## src/rtl/difftest_debugmode_source.sv

```systemverilog
// Debug-mode state producer for difftest: dcsr/dpc/dscratch CSRs, RUN/DEBUG/EXIT entry FSM and a
// snapshot FIFO toward the DPI sink. Define DIFFTEST_DEBUGMODE_SNAPSHOT_EN to build the snapshot path.
module difftest_debugmode_source #(
  parameter int         DEPTH     = 4,
  parameter logic [3:0] XDEBUGVER = 4'd4
) (
  input  logic        clock,
  input  logic        reset,
  input  logic        io_haltReq,
  input  logic        io_ebreak,
  input  logic        io_stepDone,
  input  logic [63:0] io_pc,
  input  logic [1:0]  io_priv,
  input  logic        io_dret,
  input  logic        io_csrWen,
  input  logic [11:0] io_csrAddr,
  input  logic [63:0] io_csrWdata,
  input  logic [7:0]  io_coreid,
  output logic        io_debugMode,
  output logic [63:0] io_dcsr,
  output logic [63:0] io_dpc,
  output logic [63:0] io_dscratch0,
  output logic [63:0] io_dscratch1,
  output logic        io_redirectValid,
  output logic [63:0] io_redirectPc,
  output logic        io_diffValid,
  input  logic        io_diffReady,
  output logic        io_diff_debugMode,
  output logic [63:0] io_diff_dcsr,
  output logic [63:0] io_diff_dpc,
  output logic [63:0] io_diff_dscratch0,
  output logic [63:0] io_diff_dscratch1,
  output logic [7:0]  io_diff_coreid,
  output logic        io_overflow
);

  localparam logic [11:0] ADDR_DCSR      = 12'h7B0;
  localparam logic [11:0] ADDR_DPC       = 12'h7B1;
  localparam logic [11:0] ADDR_DSCRATCH0 = 12'h7B2;
  localparam logic [11:0] ADDR_DSCRATCH1 = 12'h7B3;

  typedef enum logic [1:0] {ST_RUN, ST_DEBUG, ST_EXIT} state_e;
  typedef enum logic [2:0] {
    CAUSE_NONE    = 3'd0,
    CAUSE_EBREAK  = 3'd1,
    CAUSE_HALTREQ = 3'd3,
    CAUSE_STEP    = 3'd4
  } cause_e;

  state_e      state_q, state_d;
  logic        ebreakm_q, ebreakm_d;
  logic        ebreaks_q, ebreaks_d;
  logic        ebreaku_q, ebreaku_d;
  logic        step_q, step_d;
  logic [1:0]  prv_q, prv_d;
  logic [2:0]  cause_q, cause_d;
  logic [63:0] dpc_q, dpc_d;
  logic [63:0] dscratch0_q, dscratch0_d;
  logic [63:0] dscratch1_q, dscratch1_d;
  logic        ebreak_enabled;
  cause_e      entry_cause;

  // Each privilege level has its own ebreak-to-debug enable; priv 2 is reserved and never enters.
  always_comb begin
    case (io_priv)
      2'd3:    ebreak_enabled = ebreakm_q;
      2'd1:    ebreak_enabled = ebreaks_q;
      2'd0:    ebreak_enabled = ebreaku_q;
      default: ebreak_enabled = 1'b0;
    endcase
  end

  always_comb begin
    if (io_ebreak && ebreak_enabled)  entry_cause = CAUSE_EBREAK;
    else if (io_haltReq)              entry_cause = CAUSE_HALTREQ;
    else if (io_stepDone && step_q)   entry_cause = CAUSE_STEP;
    else                              entry_cause = CAUSE_NONE;
  end

  always_comb begin
    // NOTE: every variable gets its hold value first, so no path through the case can infer a latch.
    state_d     = state_q;
    ebreakm_d   = ebreakm_q;
    ebreaks_d   = ebreaks_q;
    ebreaku_d   = ebreaku_q;
    step_d      = step_q;
    prv_d       = prv_q;
    cause_d     = cause_q;
    dpc_d       = dpc_q;
    dscratch0_d = dscratch0_q;
    dscratch1_d = dscratch1_q;
    case (state_q)
      ST_RUN: begin
        if (entry_cause != CAUSE_NONE) begin
          state_d = ST_DEBUG;
          dpc_d   = io_pc;
          prv_d   = io_priv;
          cause_d = entry_cause;
        end
      end
      ST_DEBUG: begin
        // dret takes priority; a CSR write in the same cycle is dropped.
        if (io_dret) begin
          state_d = ST_EXIT;
        end else if (io_csrWen) begin
          case (io_csrAddr)
            ADDR_DCSR: begin
              ebreakm_d = io_csrWdata[15];
              ebreaks_d = io_csrWdata[13];
              ebreaku_d = io_csrWdata[12];
              step_d    = io_csrWdata[2];
              prv_d     = io_csrWdata[1:0];
            end
            ADDR_DPC:       dpc_d       = {io_csrWdata[63:1], 1'b0};
            ADDR_DSCRATCH0: dscratch0_d = io_csrWdata;
            ADDR_DSCRATCH1: dscratch1_d = io_csrWdata;
            default: ;
          endcase
        end
      end
      ST_EXIT: state_d = ST_RUN;
      default: state_d = ST_RUN;
    endcase
  end

  // NOTE: state registers use non-blocking assignments so all of them update from the same pre-edge values.
  always_ff @(posedge clock) begin
    if (reset) begin
      state_q     <= ST_RUN;
      ebreakm_q   <= 1'b0;
      ebreaks_q   <= 1'b0;
      ebreaku_q   <= 1'b0;
      step_q      <= 1'b0;
      prv_q       <= 2'd3;
      cause_q     <= 3'd0;
      dpc_q       <= '0;
      dscratch0_q <= '0;
      dscratch1_q <= '0;
    end else begin
      state_q     <= state_d;
      ebreakm_q   <= ebreakm_d;
      ebreaks_q   <= ebreaks_d;
      ebreaku_q   <= ebreaku_d;
      step_q      <= step_d;
      prv_q       <= prv_d;
      cause_q     <= cause_d;
      dpc_q       <= dpc_d;
      dscratch0_q <= dscratch0_d;
      dscratch1_q <= dscratch1_d;
    end
  end

  assign io_debugMode     = (state_q == ST_DEBUG);
  assign io_dcsr          = {32'h0, XDEBUGVER, 12'h0, ebreakm_q, 1'b0, ebreaks_q, ebreaku_q,
                             3'b000, cause_q, 3'b000, step_q, prv_q};
  assign io_dpc           = dpc_q;
  assign io_dscratch0     = dscratch0_q;
  assign io_dscratch1     = dscratch1_q;
  assign io_redirectValid = (state_q == ST_EXIT);
  assign io_redirectPc    = dpc_q;

`ifdef DIFFTEST_DEBUGMODE_SNAPSHOT_EN
  typedef struct packed {
    logic        debug_mode;
    logic [63:0] dcsr;
    logic [63:0] dpc;
    logic [63:0] dscratch0;
    logic [63:0] dscratch1;
  } tuple_t;

  typedef struct packed {
    tuple_t      tuple;
    logic [7:0]  coreid;
  } record_t;

  localparam int             PTR_W      = (DEPTH > 1) ? $clog2(DEPTH) : 1;
  localparam logic [PTR_W:0] FULL_COUNT = (PTR_W + 1)'(DEPTH);
  localparam tuple_t         RESET_TUPLE = '{
    debug_mode: 1'b0,
    dcsr:       {32'h0, XDEBUGVER, 26'h0, 2'b11},
    dpc:        64'h0,
    dscratch0:  64'h0,
    dscratch1:  64'h0
  };

  tuple_t           cur_tuple, last_q;
  record_t          mem [DEPTH];
  record_t          head;
  logic [PTR_W-1:0] wr_ptr_q, rd_ptr_q;
  logic [PTR_W:0]   count_q;
  logic             overflow_q;
  logic             changed, full, empty, do_pop, do_push, drop;

  assign cur_tuple = '{
    debug_mode: io_debugMode,
    dcsr:       io_dcsr,
    dpc:        dpc_q,
    dscratch0:  dscratch0_q,
    dscratch1:  dscratch1_q
  };

  assign changed = (cur_tuple != last_q);
  assign empty   = (count_q == '0);
  assign full    = (count_q == FULL_COUNT);
  assign do_pop  = !empty && io_diffReady;
  // A simultaneous pop frees the slot, so a push into a full FIFO still lands.
  assign do_push = changed && (!full || do_pop);
  assign drop    = changed && full && !do_pop;

  always_ff @(posedge clock) begin
    if (reset) begin
      last_q     <= RESET_TUPLE;
      wr_ptr_q   <= '0;
      rd_ptr_q   <= '0;
      count_q    <= '0;
      overflow_q <= 1'b0;
    end else begin
      if (changed) last_q <= cur_tuple;
      if (do_push) wr_ptr_q <= wr_ptr_q + PTR_W'(1);
      if (do_pop)  rd_ptr_q <= rd_ptr_q + PTR_W'(1);
      case ({do_push, do_pop})
        2'b10:   count_q <= count_q + (PTR_W + 1)'(1);
        2'b01:   count_q <= count_q - (PTR_W + 1)'(1);
        default: count_q <= count_q;
      endcase
      if (drop) overflow_q <= 1'b1;
    end
  end

  // NOTE: the storage array is not reset; only pointers and count need a known value.
  always_ff @(posedge clock) begin
    if (do_push) mem[wr_ptr_q] <= '{tuple: cur_tuple, coreid: io_coreid};
  end

  assign head              = mem[rd_ptr_q];
  assign io_diffValid      = !empty;
  assign io_diff_debugMode = head.tuple.debug_mode;
  assign io_diff_dcsr      = head.tuple.dcsr;
  assign io_diff_dpc       = head.tuple.dpc;
  assign io_diff_dscratch0 = head.tuple.dscratch0;
  assign io_diff_dscratch1 = head.tuple.dscratch1;
  assign io_diff_coreid    = head.coreid;
  assign io_overflow       = overflow_q;
`else
  logic unused_snapshot_inputs;
  assign unused_snapshot_inputs = ^{io_diffReady, io_coreid};

  assign io_diffValid      = 1'b0;
  assign io_diff_debugMode = 1'b0;
  assign io_diff_dcsr      = '0;
  assign io_diff_dpc       = '0;
  assign io_diff_dscratch0 = '0;
  assign io_diff_dscratch1 = '0;
  assign io_diff_coreid    = '0;
  assign io_overflow       = 1'b0;
`endif

endmodule

```

## config.mk

```make
export PLATFORM = sky130hd
export DESIGN_NAME = difftest_debugmode_source
export DESIGN_NICKNAME = d
export VERILOG_FILES = /design/src/rtl/difftest_debugmode_source.sv
export SDC_FILE = /design/constraint.sdc
export NUM_CORES = 1
export LEC_CHECK = 0
export ABC_AREA = 1
export BUFFER_PORTS_ARGS = -buffer_cell sky130_fd_sc_hd__buf_2
export CAP_MARGIN = 20
export CORE_AREA = 2 2 288 290
export CTS_CLUSTER_DIAMETER = 150
export DETAILED_ROUTE_END_ITERATION = 12
export DIE_AREA = 0 0 290 292
export HOLD_SLACK_MARGIN = 0.06
export PLACE_DENSITY = 0.47
export SETUP_SLACK_MARGIN = 0.05
export SYNTH_ARGS = -nofsm -noshare
export SYNTH_HDL_FRONTEND = slang
export SYNTH_SLANG_ARGS = --single-unit
```

## constraint.sdc

```tcl
create_clock -name clock -period 1.37 [get_ports clock]
set_input_delay 0.0685 -clock clock [delete_from_list [all_inputs] [get_ports clock]]
set_output_delay 0.0685 -clock clock [all_outputs]
set_load 0.05 [all_outputs]
```

# Word-level counts from Yosys, hierarchy flattened
# Index checks and enable logic that the tools add are counted.
# classes
n_mux	17
reduce_logical	13
n_eq_ne	14
bitwise_logic	1
# ops
op	count
$mux W64	4
$pmux W64 S2	1
$eq A12 B11 Y1 const B	4
$mux W2	6
$reduce_and A4 Y1	3
$reduce_and A5 Y1	2
$mux W3	3
$ne A2 B2 Y1 const B	4
$pmux W2 S2	2
$eq A2 B1 Y1 const B	2
$eq A2 B2 Y1 const B	2
$logic_not A2 Y1	2
$ne A2 B1 Y1 const B	2
$reduce_and A2 Y1	2
$pmux W1 S3	1
$reduce_bool A3 Y1	1
$logic_and A1 B1 Y1	2
$reduce_bool A2 Y1	1
$not A1 Y1	1
# word_totals
reg_bits	203
elab_cells	55
out_inout_bits	589
inputBits	158

# Logic depth before layout (Yosys ltp)
# depth
depth_word	7
depth_mapped	10
mapped_depth_nobuf	10

# Least setup slack after synthesis
# No wires, ideal clock.
# synth_path
kind	reg2reg
from	reg state_q[0]
to	reg dpc_q[17], in the netlist io_dpc[17]
slack_ns	-0.195
stages_incl_launch_ff	8
t_required_ns	1.306
synth_period_minus_slack_ns	1.565
path_buffers	1
setup_ns	0.064
arrival_time_ns	1.501
cell_sequence	dfxtp_1 -> nand2_2 -> inv_2 -> clkbuf_1 -> nand2_1 -> nand2_1 -> nor2_1 -> nor2_1
# synth_via
elab_chain_len	3
elab_cells_between_ends	9
cone_classes	eq/ne: 5; mux: 1; reduce/logical: 3
# synth_rtl
item	line_no	source
from (decl)	50	state_e state_q, state_d;
from (signal assigned)	140	state_q <= state_d;
$eq A2 B1 Y1 *	n/a	
named net io_debugMode	19	output logic io_debugMode,
$ne A2 B1 Y1 (no line) (tied with other cells)	n/a	
$reduce_and A5 Y1 (no line)	n/a	
to (signal assigned)	147	dpc_q <= dpc_d;
to (decl)	57	logic [63:0] dpc_q, dpc_d;
# Mark *: on every way through the listed nets, which the timed path passes. The rest lies on a longest branch.
# A chain may end at the register's enable or synchronous reset.

# Worst setup path in the final report
# layout_path
from	reg state_q[1]
to	reg dscratch1_q[3], in the netlist io_dscratch1[3]
# layout_via
elab_chain_len	2
# layout_rtl
item	line_no	source
$eq A2 B1 Y1	92	case (state_q)
$reduce_and A4 Y1 (no line)	n/a	
to (signal assigned)	149	dscratch1_q <= dscratch1_d;
to (decl)	59	logic [63:0] dscratch1_q, dscratch1_d;
# Every way passes these cells.

==> flow_summary.json <==
{
  "min_path_type": "input port to register",
  "rsz0062_at_grt": "true",
  "crit_arrival_ps": 2120,
  "post_drt_via_cell_ratio": 3.49,
  "skew_ps": 14.9,
  "die_w_um": 290,
  "areaGrowthSynthToFinish_pct": 65.1,
  "synth_area_per_cell_um2": 6.93,
  "finalPower_mw": 22.1,
  "hold_viol": 0,
  "grt_first_pass_wirelength_um": 72700,
  "wl_um": 60600,
  "placed_area_um2": 13700,
  "clkSinkCount": 203,
  "crit_type": "register to register",
  "ant_nets": 0,
  "num_io_pins": 747,
  "layout-drive-gt1-share_pct": 39.9,
  "post_synth_num_cell_types": 20,
  "leakagePower_nw": 9.17,
  "fmax_ghz": 0.601,
  "violations": "setup timing",
  "track_usage_pct": 11.7,
  "maxSlewHeadroom_pct": 62.7,
  "rows": 105,
  "finalSetupViolations": 227,
  "initial_core_util_pct": 14.1,
  "fin_nets": 2386,
  "remaining_drc_errors": 0,
  "status": "finished, violations left",
  "ys_ff_latch": 203,
  "first_pass_iters": 4,
  "met1_usage_pct": 14.3,
  "grt_max_degree": 72,
  "tns_ps": -43520,
  "wl_per_cell_um": 18.3,
  "post-route-period-util_pct": 121,
  "yosys.area.top_type_share_pct": 35.2,
  "fin_util_pct": 23.3,
  "fin_area_um2": 19000,
  "worst_pin_slew_ps": 560,
  "yosys_warnings": 0,
  "coreArea_um2": 81600,
  "cts_root_buf": "clkbuf_16",
  "clk_path_buf_depth": 3,
  "dieArea_um2": 84700,
  "numCtsBuffers": 29,
  "start_kind": "register",
  "gp_congestion": 0.764,
  "required_ps": 1820,
  "dr_total_vias": 11600,
  "cap_violations": 0,
  "slew_viol_final": 0,
  "grt_util_met2_pct": 20.1,
  "drt_iter0_markers": 480,
  "cts_tree": "yes",
  "setup_ws_ps": -293,
  "grt.overflow.total": 0,
  "power.density_nw_per_um2": 1160,
  "synthTopCellsByArea": "dfxtp_1 35%, buf_4 26%, nor3_1 11%",
  "grt_busiest_layer": "met2",
  "htree_levels": 1,
  "period_minus_slack_ps": 1660,
  "vdd_drop_max_mv": 0.940,
  "dp_hpwl_um": 35700,
  "synth_top_cell_by_area": "dfxtp_1",
  "antenna_found_initial": 3,
  "seq_area_frac_synth_pct": 35.2,
  "port_buffers": 415,
  "grt_pass1_vias": 10300,
  "met3_usage_pct": 3.38,
  "clock_latency_ps": 590,
  "end_kind": "register",
  "path_clk_slew_ps": 60,
  "worstPathMaxFanout": 9,
  "synth_cells": 1664,
  "die_y_um": 292,
  "syn_area_um2": 11500
}
==> final cells by class <==
cell class	count	area, µm²
sequential	203	4070
clock buffer	37	806
inverter	81	313
tap	1070	1340
timing repair buffer	692	5760
multi-input combinational	1221	6610
clock inverter	14	143
fill	9004	62500
antenna	1	2.50
==> metal layers <==
| layer | wire (µm) | vias up |
|---|---|---|
| met5 | 13 | - |
| met2 | 28800 | 463 |
| met3 | 4230 | 79 |
| met4 | 1740 | 2 |
| li1 | - | 5621 |
| met1 | 25800 | 5429 |
==> stage by stage <==
stage	setup WS [ps]	cells	hold slack [ps]
after CTS	-277	3284	31.9
after global routing	-395	3318	76.4
after floorplan	44.7	1984	204
final	-293	3319	32.5
after global placement	-348	3069	371
after detailed placement	-387	3069	370
==> sequential cells by signal (all words and copies together), names as in the netlist <==
register / flops
cause_q: 3
ebreakm_q: 1
ebreaks_q: 1
ebreaku_q: 1
io_dpc: 64
io_dscratch0: 64
io_dscratch1: 64
prv_q: 2
state_q: 2
step_q: 1
==> layout by cell type, fill, tap and decap left out, types with 69 or more instances in the layout <==
cell type	count
dfxtp_1	199
dlygate4sd3_1	133
nand2_1	301
buf_2	410
inv_1	75
conb_1	322
nor2_1	166
nor3_1	119
nor3_2	118
nor2_4	69
==> final timing paths <==
check	end	cells past startpoint	slack, ps	start
worst min-delay path	cause_q[2]	6	30	io_priv[1]
worst min register to register	cause_q[1]	2	460	cause_q[1]
worst max-delay path	io_dscratch1[3]	10	-290	state_q[1]
worst max register to register	io_dscratch1[3]	10	-290	state_q[1]
==> where the power goes <==
group          switching, mW  internal (mW)
Clock                   3.21           4.51
Combinational           6.04           1.87
Sequential             0.273           6.19
Total                   9.52           12.6
==> worst max-delay path, cell delays in order (launching register included) <==
cell	delay [ps]
dfxtp_2	330
inv_2	70
nand2_4	80
clkinv_4	70
buf_6	100
nand3_4	80
buf_12	140
buf_12	140
buf_4	170
nor3_1	240
nor3_2	70
==> Yosys cell counts <==
cell,count
inv_2,3
buf_4,403
nand2_2,2
o21ai_0,11
nand4_1,3
nand3_1,10
nor3_2,1
dfxtp_1,203
buf_1,1
clkinv_1,1
nor3_1,260
inv_1,77
nor2_4,2
nand3_2,2
conb_1,2
nor2_1,262
nand2_1,334
a21oi_1,12
buf_2,48
clkbuf_1,27
==> kinds of logic (layout without fill, tap and decap cells) <==
| kind of cell | Yosys count | in the layout | share of synthesized area [%] |
|---|---|---|---|
| AO/OA/AOI/OAI | 23 | 23 | 0.998 |
| buffers and inverters | 560 | 824 | 31.9 |
| flip-flops | 203 | 203 | 35.2 |
| AND/OR/NAND/NOR | 876 | 876 | 31.8 |
| other | 2 | 323 | 0.0651 |
==> what timing repair did <==
action	CTS	global route
hold endpoints to repair	203	0
setup buffers	17	14
pin swaps	7	90
cloned	14	24
setup endpoints to repair	344	374
gates resized for setup	118	334
hold buffers	133	0
No activity file was read; power rests on OpenSTA's default activity.
